### src/rtl/wordcell_array_ctrl.sv
// Round-robin two-port controller for a bank of NAND-latch word cells.
// Every access runs SETUP / STROBE / HOLD so selects never overlap a bus change.
module wordcell_array_ctrl #(
  parameter int DEPTH      = 4,
  parameter int ADDR_W     = 2,
  parameter int WIDTH      = 8,
  parameter int STROBE_CYC = 1
) (
  input  logic              clk,
  input  logic              rst_n,
  input  logic              req_a,
  input  logic              req_b,
  input  logic              we_a,
  input  logic              we_b,
  input  logic [ADDR_W-1:0] addr_a,
  input  logic [ADDR_W-1:0] addr_b,
  input  logic [WIDTH-1:0]  wdata_a,
  input  logic [WIDTH-1:0]  wdata_b,
  output logic              ack_a,
  output logic              ack_b,
  output logic [WIDTH-1:0]  rdata_a,
  output logic [WIDTH-1:0]  rdata_b,
  output logic              err,
  output logic              busy,
  output logic              cell_op,
  output logic [DEPTH-1:0]  cell_sel,
  output logic [WIDTH-1:0]  cell_in,
  input  logic [WIDTH-1:0]  cell_out
);

  // Requester handshake: req plus command stay stable from assertion until the
  // single-cycle ack; the command is latched at grant and only the latch is used.
  typedef enum logic [2:0] {
    S_IDLE,
    S_SETUP,
    S_STROBE,
    S_HOLD,
    S_ACK
  } state_e;

  localparam logic [1:0] CNT_LAST = 2'(STROBE_CYC - 1);

  state_e              state_q, state_d;
  logic [1:0]          cnt_q, cnt_d;
  logic                last_q, last_d;      // 0 = A, 1 = B
  logic                cmd_port_q, cmd_port_d;
  logic                cmd_we_q, cmd_we_d;
  logic [ADDR_W-1:0]   cmd_addr_q, cmd_addr_d;
  logic                cmd_oor_q, cmd_oor_d;
  logic [WIDTH-1:0]    rd_q, rd_d;
  logic                ack_a_q, ack_a_d;
  logic                ack_b_q, ack_b_d;
  logic                err_q, err_d;
  logic                busy_q, busy_d;
  logic                cell_op_q, cell_op_d;
  logic [DEPTH-1:0]    cell_sel_q, cell_sel_d;
  logic [WIDTH-1:0]    cell_in_q, cell_in_d;
  logic [WIDTH-1:0]    rdata_a_q, rdata_a_d;
  logic [WIDTH-1:0]    rdata_b_q, rdata_b_d;

  logic                grant_a, grant_b;
  logic                nxt_we;
  logic [ADDR_W-1:0]   nxt_addr;
  logic [WIDTH-1:0]    nxt_wdata;
  logic                nxt_oor;
  logic [DEPTH-1:0]    sel_vec;

  // On contention the port that was not granted last wins.
  assign grant_a   = req_a && (!req_b || last_q);
  assign grant_b   = req_b && (!req_a || !last_q);
  assign nxt_we    = grant_b ? we_b    : we_a;
  assign nxt_addr  = grant_b ? addr_b  : addr_a;
  assign nxt_wdata = grant_b ? wdata_b : wdata_a;
  assign nxt_oor   = int'({1'b0, nxt_addr}) >= DEPTH;

  always_comb begin
    sel_vec = '0;
    for (int i = 0; i < DEPTH; i++) begin
      sel_vec[i] = !cmd_oor_q && (int'({1'b0, cmd_addr_q}) == i);
    end
  end

  always_comb begin
    state_d    = state_q;
    cnt_d      = cnt_q;
    last_d     = last_q;
    cmd_port_d = cmd_port_q;
    cmd_we_d   = cmd_we_q;
    cmd_addr_d = cmd_addr_q;
    cmd_oor_d  = cmd_oor_q;
    rd_d       = rd_q;
    ack_a_d    = 1'b0;
    ack_b_d    = 1'b0;
    err_d      = 1'b0;
    busy_d     = busy_q;
    cell_op_d  = cell_op_q;
    cell_sel_d = cell_sel_q;
    cell_in_d  = cell_in_q;
    rdata_a_d  = rdata_a_q;
    rdata_b_d  = rdata_b_q;
    case (state_q)
      S_IDLE: begin
        if (grant_a || grant_b) begin
          cmd_port_d = grant_b;
          last_d     = grant_b;
          cmd_we_d   = nxt_we;
          cmd_addr_d = nxt_addr;
          cmd_oor_d  = nxt_oor;
          cell_op_d  = nxt_we;
          cell_in_d  = nxt_we ? nxt_wdata : '0;
          cell_sel_d = '0;
          busy_d     = 1'b1;
          state_d    = S_SETUP;
        end
      end
      S_SETUP: begin
        cell_sel_d = sel_vec;
        cnt_d      = 2'd0;
        state_d    = S_STROBE;
      end
      S_STROBE: begin
        if (cnt_q == CNT_LAST) begin
          cell_sel_d = '0;
          if (!cmd_we_q) begin
            rd_d = cmd_oor_q ? '0 : cell_out;
          end
          state_d = S_HOLD;
        end else begin
          cnt_d = cnt_q + 2'd1;
        end
      end
      S_HOLD: begin
        ack_a_d = !cmd_port_q;
        ack_b_d = cmd_port_q;
        err_d   = cmd_oor_q;
        if (!cmd_we_q) begin
          if (cmd_port_q) rdata_b_d = rd_q;
          else            rdata_a_d = rd_q;
        end
        state_d = S_ACK;
      end
      S_ACK: begin
        busy_d  = 1'b0;
        state_d = S_IDLE;
      end
      default: state_d = S_IDLE;
    endcase
  end

  always_ff @(posedge clk) begin
    if (!rst_n) begin
      state_q    <= S_IDLE;
      cnt_q      <= 2'd0;
      last_q     <= 1'b1;
      cmd_port_q <= 1'b0;
      cmd_we_q   <= 1'b0;
      cmd_addr_q <= '0;
      cmd_oor_q  <= 1'b0;
      rd_q       <= '0;
      ack_a_q    <= 1'b0;
      ack_b_q    <= 1'b0;
      err_q      <= 1'b0;
      busy_q     <= 1'b0;
      cell_op_q  <= 1'b0;
      cell_sel_q <= '0;
      cell_in_q  <= '0;
      rdata_a_q  <= '0;
      rdata_b_q  <= '0;
    end else begin
      state_q    <= state_d;
      cnt_q      <= cnt_d;
      last_q     <= last_d;
      cmd_port_q <= cmd_port_d;
      cmd_we_q   <= cmd_we_d;
      cmd_addr_q <= cmd_addr_d;
      cmd_oor_q  <= cmd_oor_d;
      rd_q       <= rd_d;
      ack_a_q    <= ack_a_d;
      ack_b_q    <= ack_b_d;
      err_q      <= err_d;
      busy_q     <= busy_d;
      cell_op_q  <= cell_op_d;
      cell_sel_q <= cell_sel_d;
      cell_in_q  <= cell_in_d;
      rdata_a_q  <= rdata_a_d;
      rdata_b_q  <= rdata_b_d;
    end
  end

  assign ack_a    = ack_a_q;
  assign ack_b    = ack_b_q;
  assign err      = err_q;
  assign busy     = busy_q;
  assign cell_op  = cell_op_q;
  assign cell_sel = cell_sel_q;
  assign cell_in  = cell_in_q;
  assign rdata_a  = rdata_a_q;
  assign rdata_b  = rdata_b_q;

endmodule

### config.mk
export PLATFORM = sky130hd
export DESIGN_NAME = wordcell_array_ctrl
export DESIGN_NICKNAME = d
export VERILOG_FILES = /design/src/rtl/wordcell_array_ctrl.sv
export SDC_FILE = /design/constraint.sdc
export NUM_CORES = 1
export LEC_CHECK = 0
export BUFFER_PORTS_ARGS = -buffer_cell sky130_fd_sc_hd__clkbuf_2
export CORE_MARGIN = 4
export CORE_UTILIZATION = 50
export CTS_BUF_LIST = sky130_fd_sc_hd__clkbuf_4 sky130_fd_sc_hd__clkbuf_8
export DETAILED_ROUTE_END_ITERATION = 7
export PLACE_DENSITY = 0.82
export SETUP_SLACK_MARGIN = 0.2
export SYNTH_ARGS = -nofsm -noshare
export SYNTH_HDL_FRONTEND = slang
export SYNTH_SLANG_ARGS = --single-unit
### constraint.sdc
create_clock -name clk -period 1.7 [get_ports clk]
set_input_delay 0.425 -clock clk [delete_from_list [all_inputs] [get_ports clk]]
set_output_delay 0.425 -clock clk [all_outputs]
set_load 0.02 [all_outputs]
# ---- After elaboration in Yosys (flattened, before gate mapping)
# Cells that the tools add are included.
dict set report op_classes {
  add_sub_neg 1
  n_eq_ne 10
  mux 14
  n_bitwise 2
  reduce_logical 24
}
# operator count
set ops {}
lappend ops {{$mux W8} 2}
lappend ops {{$pmux W3 S4} 1}
lappend ops {{$pmux W4 S3} 1}
lappend ops {{$reduce_and A3 Y1} 4}
lappend ops {{$reduce_and A2 Y1} 5}
lappend ops {{$mux W4} 2}
lappend ops {{$eq A3 B2 Y1 const B} 2}
lappend ops {{$mux W3} 2}
lappend ops {{$ne A2 B2 Y1 const B} 3}
lappend ops {{$eq A2 B2 Y1 const B} 2}
lappend ops {{$logic_not A1 Y1} 4}
lappend ops {{$logic_not A2 Y1} 2}
lappend ops {{$mux W2} 2}
lappend ops {{$pmux W2 S2} 1}
lappend ops {{$reduce_bool A2 Y1} 2}
lappend ops {{$eq A3 B1 Y1 const B} 1}
lappend ops {{$eq A3 B3 Y1 const B} 1}
lappend ops {{$logic_not A3 Y1} 1}
lappend ops {{$logic_or A1 B1 Y1} 3}
lappend ops {{$reduce_bool A3 Y1} 1}
lappend ops {{$add A2 B1 Y2 const B} 1}
lappend ops {{$eq A2 B1 Y1 const B} 1}
lappend ops {{$logic_and A1 B1 Y1} 2}
lappend ops {{$mux W1} 2}
lappend ops {{2 further kinds} 3}
dict set report totals {
  register_bits 49
  output_inout_bits 33
}

# ---- Longest topological paths before layout
# Gate-level depths: netlist of run 1.
dict set report depth {
  ltp_word 6
  ltp_mapped 6
}

# ---- Worst setup path before layout of run 1
# No wires, ideal clock.
dict set report synth_path {
  kind {register to register}
  startpoint {register state_q[0]}
  endpoint {register cell_in_q[0] (netlist: cell_in[0])}
  setup_ns 0.139
  arrival_time_ns 1.210
  path_slack_ns 0.351
  stages_incl_launch_ff 5
  path_buffers 1
  period_less_slack_ns 1.349
  path_cell_list {dfxtp_1 or3_1 buf_2 a311oi_1 a221oi_1}
}
dict set report synth_via {
  elab_chain_len 2
}
# item line
set synth_rtl {}
lappend synth_rtl {{start, declared} 43} ;# state_e state_q, state_d;
lappend synth_rtl {{start signal, assigned} 170} ;# state_q <= state_d;
lappend synth_rtl {{$logic_not A3 Y1} 101} ;# case (state_q)
lappend synth_rtl {{$reduce_and A2 Y1 (no source line)} --}
lappend synth_rtl {{end signal, assigned} 184} ;# cell_in_q <= cell_in_d;
lappend synth_rtl {{end, declared} 57} ;# logic [WIDTH-1:0] cell_in_q, cell_in_d;
# Every way passes these cells.
# A chain may end at the register's enable or synchronous reset.

# ---- Worst setup path in the final report of run 1
dict set report layout_path {
  startpoint {register state_q[2]}
  endpoint {register cell_in_q[3] (netlist: cell_in[3])}
}
# The elaborated chain is that of the path after synthesis.

==> impl_results.md, run 1 <==
- Ys async rst share: 0
- Clock Path Buffers: 2
- Root Buffer: clkbuf_8
- Number of max-cap violations: 0
- Io pins: 67
- DRC: 0
- P_leak: 0.001023 uW
- Avg Cell Area, Syn: 8.702 sq um
- Simple-gate share of the synthesized area: 0.1645
- Die X: 73.03 um
- Critical Path Slowest Stage Cell: dfxtp_1
- Clk_lat worst skew: 310 ps
- # nets final: 336
- Met1 wire length: 2234 um
- DR vias: 2,037
- CP top delay family: compound AO/OA/AOI/OAI gates
- Layout cell share with drive strength beyond 1: 0.3212
- Final Cycle Share: 0.8536
- CTS Buf Count: 5
- Slowest stage delay, CP: 360 ps
- Routed Antenna Nets: 0
- FF+latch count, synth: 49
- Max-slew violations: 0
- Initial antenna violation count: 0
- Worst vdd ir: 0.8412 mV
- WS Path Type: reg -> reg
- PortBufs: 65
- Fillers: 347
- Reg2Reg Depth: 4
- Final hold vios: 0
- Worst Skew: 6.373 ps
- Most frequent cells in the layout: clkbuf_2, dfxtp_1, nand3_1
- Synth warnings: 0
- GRT overflow: 0
- Crit path cell chain: buf_4 -> nor3_4 -> o21ai_4 -> a221oi_1
- Req. time, crit path: 1910 ps
- Placed insts: 343
- Number of cells on the critical path: 4
- Global-route wire length before repair: 8790 um
- Synth Area in XOR/XNOR: 0.004142
- Largest family of logic cells by synthesized area: compound AO/OA/AOI/OAI gates
- Synth-to-Final Area Change: 23.61%
- Post-synth EDFFs: 0
- CTS tree: done
- Crit end category: flop
- Post-synth top area cell: dfxtp_1
- WHS Path Cells: 3
- Post-DP HPWL: 3503 um
- Core ar.: 4058 sq um
- Adder-Cell Fraction of Synth Area: 0.005917
- Num rows: 23
- Crit Path Max Fanout: 13
- Die H: 73.03 um
- Worst EP arrival: 1660 ps
- Worst r2r src: state_q[2]
- R2R Path End: cell_in[3]
- Top Metal Used: met4
- Full die area: 5333 sq um
- Routed WL: 5330 um
- Pwr dens: 1247 nW/um^2
- Share of the synthesized area in the top cell type: 0.4639
- Hold_buf cts: 0
- Multi-input logic area: 997.2 sq um
- Post-synthesis cell area: 2115 sq um
- Most common cell after layout, fill and taps aside: clkbuf_2
- Worst setup SP type: flop
- Post-synthesis compound-gate area fraction: 0.2680
- DRT iter0 DRCs: 130
- Mux contribution to synthesized area: 0.004734
- Dominant synthesized flop cell: dfxtp_1
- All-layer global routing usage: 0.2079
- Cells after synthesis: 243
- Finished Layout Cells: 352
- H-tree levels: 2
- Minimum clock period: 1451 ps
- Hold_sp: cell_out[3]
- GPL Wtd Cong: 0.7561
- RSZ-0062 raised after global routing: yes
- Largest net degree at the start of global routing: 45
- Vias in the first global route: 1,895
- Unique masters post-synth: 38
- Hold Path Class: in -> reg
- # setup viols final: 0
- Syn Nets: 278
- Via density: 5.787
- Status: complete, no violations
- R2R setup slack: 250 ps
- WL met2: 2661 um
- Max Clock Freq: 0.6892 GHz
- Register area: 982.2 sq um
- Buffers & Inverters on Critical Path: 1
- Met3 routed wirelength: 347 um
- Post-synthesis sequential area ratio: 0.4639
- Num Clock Sinks: 49
- Number of antenna diodes: 0
- Synth top area cells: dfxtp_1, nand3_1, a21oi_1, o21ai_0, a221oi_1
- Starting Density: 0.5211
- Final TNS setup: 0 ps
- Worst hold endpoint: rd_q[3]
- Detailed Routing Iterations Pass 1: 5
- Drt wl/cell: 15.14 um
- Clk slew on worst S/H paths: 90 ps
[layout make-up]
class                      count  area share
clock buffer                   6     0.02920
clock inverter                 2     0.01484
inverter                      17     0.02441
multi-input combinational    154      0.3815
sequential                    49      0.3758
tap                           50     0.02393
timing repair buffer          74      0.1503
[cells in the mapped netlist, drive strengths merged, types with 4 or more instances]
cell type  count
dfxtp         49
nand3         35
o21ai         30
a21oi         29
inv           15
buf           13
a221oi        12
clkbuf        10
nand2          9
a311oi         8
nor3           4
o32ai          4
[what timing repair did]
item,CTS,global route
pin swaps,0,1
setup buffers,0,1
gates resized for setup,3,7
setup endpoints to repair,4,22
gates cloned,0,0
[worst register-to-register path, cell delays in order (launching register included)]
cell and delay (ps):
dfxtp_1 360, buf_4 180, nor3_4 310, o21ai_4 190
a221oi_1 330
[power breakdown]
group	total (uW)	switching [uW]	leakage, uW	internal (uW)
Clock	858	400	0.0000588	458
Sequential	1400	108	0.000399	1290
Combinational	1000	618	0.000565	384
Total	3260	1130	0.00102	2130
[state kept, by name, summed over array words and instances, names as in the netlist, 2 cells and up]
register / cells
cell_in: 8
state_q: 3
cmd_addr_q: 2
rdata_b: 8
cell_sel: 4
rd_q: 8
cnt_q: 2
rdata_a: 8
[worst max-delay path by stage]
| stage | start | endpoint |
|---|---|---|
| 2_1_floorplan | state_q[0] | cell_in[0] |
| 3_3_place_gp | req_b | cell_in[1] |
| 3_5_place_dp | req_b | cell_in[3] |
| 4_1_cts | state_q[0] | cell_in[3] |
| 5_1_grt | state_q[2] | cell_in[1] |
| 6_report | state_q[2] | cell_in[3] |
[per-stage QoR]
step	power (uW)	setup WS [ps]	hold slack, ps	instance area [sq um]	util
floorplan	2115	351.0	452.5	2115	-
global placement	2323	247.2	446.3	2442	0.6019
finish	3260	248.9	351.6	2614	0.6442
global route	3414	147.0	358.5	2614	0.6442
CTS	3214	215.4	345.2	2575	0.6346
detailed placement	2350	153.3	443.8	2442	0.6019
[cell families (layout without fill, tap and decap cells)]
group	Yosys count	in the layout
AO/OA/AOI/OAI	89	89
AND/OR/NAND/NOR	61	61
flip-flops	49	49
buffers and inverters	40	99
adder cells (fa/ha/maj)	1	1
other	1	1
XOR/XNOR	1	1
multiplexers	1	1
[metal layers]
layer / vias up / GRT usage
met5: - / 0
met4: 0 / 0.07172
met3: 9 / 0.05096
met2: 69 / 0.3406
met1: 950 / 0.2656
li1: 1009 / -
Note: power is estimated with default switching activity, not from simulation.
==> run 2: changes to the inputs <==
--- a/config.mk
+++ b/config.mk
@@ -7,10 +7,9 @@
 export LEC_CHECK = 0
 export BUFFER_PORTS_ARGS = -buffer_cell sky130_fd_sc_hd__clkbuf_2
 export CORE_MARGIN = 4
-export CORE_UTILIZATION = 50
-export CTS_BUF_LIST = sky130_fd_sc_hd__clkbuf_4 sky130_fd_sc_hd__clkbuf_8
+export CORE_UTILIZATION = 30
 export DETAILED_ROUTE_END_ITERATION = 7
-export PLACE_DENSITY = 0.82
+export PLACE_DENSITY = 0.55
 export SETUP_SLACK_MARGIN = 0.2
 export SYNTH_ARGS = -nofsm -noshare
 export SYNTH_HDL_FRONTEND = slang
==> run 2 against run 1 <==
Effect of this change: via count fell by 2.4%; sequential cell count did not move; worst setup slack improved by 59 ps; cell area rose by 1.1%; clock power fell by 19%; non-clock buffer count fell by 1; maximum frequency rose by 4.2%; clock-buffer cell count did not move; clock skew rose by 9.0 ps.
==> impl_results.md, run 2 (synthesis gave the netlist of run 1 again) <==
- Status: complete, no violations
- WS Path Type: reg -> out
- PortBufs: 65
- Starting Density: 0.3095
- Routed Antenna Nets: 0
- Drt wl/cell: 13.95 um
- H-tree levels: 2
- P_leak: 0.001008 uW
- Final TNS setup: 0 ps
- Largest net degree at the start of global routing: 45
- Worst EP arrival: 970 ps
- Hold Path Class: in -> reg
- Hold_buf cts: 0
- CP Launch Point: cell_op
- Critical Path Slowest Stage Cell: dfxtp_2
- # setup viols final: 0
- Sw Pwr: 1111 uW
- Routed WL: 5537 um
- Worst vdd ir: 0.4998 mV
- Fillers: 730
- Clk slew on worst S/H paths: 100 ps
- Die X: 91.96 um
- # nets final: 335
- Net Sw Frac: 0.3604
- Clock Path Buffers: 2
- DRC: 0
- Slowest stage delay, CP: 450 ps
- Initial antenna violation count: 0
- Worst r2r src: state_q[0]
- All-layer global routing usage: 0.1330
- Placed insts: 389
- Die H: 91.96 um
- Crit Path Max Fanout: 12
- CTS Buf Count: 5
- Logic pwr share: 0.323
- Finished Layout Cells: 397
- GR peak layer: met2
- Hold_sp: cell_out[3]
- Number of antenna diodes: 0
- Via density: 5.008
- Buffers & Inverters on Critical Path: 1
- GR Util met1: 0.1801
- Clock power share: 0.224
- Synth-to-Final Area Change: 25.03%
- RSZ-0062 raised after global routing: yes
- Root Buffer: clkbuf_8
- Final Cycle Share: 0.8189
- Most common cell after layout, fill and taps aside: clkbuf_2
- Final hold vios: 0
- Worst slew pin tran: 595.1 ps
- Pwr dens: 1167 nW/um^2
- Vias in the first global route: 1,864
- Minimum clock period: 1392 ps
- GPL Wtd Cong: 0.7135
- Req. time, crit path: 1270 ps
- Detailed Routing Iterations Pass 1: 4
- Most frequent cells in the layout: clkbuf_2, dfxtp_1, nand3_1
- Seq pwr share: 0.452
- Global-route wire length before repair: 9232 um
- Crit path cell chain: clkbuf_2
- Max Clock Freq: 0.7183 GHz
- GRT overflow: 0
- Met2 Usage GRT: 0.2062
- DRT iter0 DRCs: 138
- Num rows: 30
- Worst slew margin: 0.6032
- Io pins: 67
- Crit end category: output pin
- Num Clock Sinks: 49
- Internal Power: 1973 uW
- Max-slew violations: 0
- Number of max-cap violations: 0
- Clk_lat worst skew: 310 ps
- Met3 GRT Util: 0.03856
- CTS tree: done
- CP top delay family: flip-flops
- Worst Skew: 15.35 ps
- DR vias: 1,988
- Layout cell share with drive strength beyond 1: 0.3123
- Core ar.: 6832 sq um
- Post-DP HPWL: 3833 um
- Full die area: 8456 sq um
- Worst setup SP type: flop
==> run 2: power by group through the flow <==
stage,Clock (uW),Combinational (uW),Sequential [uW]
floorplan,0,624,1490
global placement,0,962,1420
detailed placement,0,969,1420
CTS,713,972,1390
global route,754,1100,1420
finish,692,997,1400
==> run 2: what timing repair did <==
action / in CTS / in global routing
setup endpoints to repair: 1 / 23
setup buffers: 0 / 0
resized for setup: 1 / 7
endpoints found under the hold margin: 0 / 0
==> run 2: layout make-up <==
class / instances / area, sq um / share of cell area
clock inverters: 2 / 13.76 / 0.005206
well taps: 96 / 120.1 / 0.04543
repair buffers: 73 / 397.9 / 0.1505
multi-input cells: 154 / 993.5 / 0.3758
clock buffers: 6 / 72.57 / 0.02745
flip-flops and latches: 49 / 982.2 / 0.3715
inverters: 17 / 63.81 / 0.02414
==> run 2: metrics by stage <==
stage | instance area, sq um | utilization | hold slack [ps] | setup slack (ps) | total power, uW
finish | 2644 | 0.3870 | 346.6 | 307.8 | 3084
global placement | 2512 | 0.3678 | 448.7 | 187.0 | 2378
global route | 2644 | 0.3870 | 355.1 | 187.3 | 3278
floorplan | 2115 | - | 452.5 | 351.0 | 2115
detailed placement | 2512 | 0.3678 | 450.4 | 192.7 | 2386
CTS | 2600 | 0.3806 | 344.4 | 218.0 | 3078
==> run 2: final timing paths <==
path / to / slack, ps / depth (start not counted)
worst max-delay path: cell_op / 310 / 1
worst min-delay path: rd_q[3] / 350 / 3
worst max register to register: cell_in[2] / 330 / 4
worst min register to register: cell_sel[2] / 460 / 2
==> run 2: worst register-to-register path: cells and delay by family, from the launching register on <==
| kind | cells | cell delay (ps) |
|---|---|---|
| buffers and inverters | 1 | 190 |
| AND/OR/NAND/NOR | 1 | 220 |
| flip-flops | 1 | 320 |
| AO/OA/AOI/OAI | 2 | 550 |
==> run 2: metal layers <==
layer / wire [um] / vias to the layer above
met1: 2599 / 917
met2: 2489 / 57
met3: 380 / 6
li1: - / 1008
met5: 0 / -
met4: 68 / 0
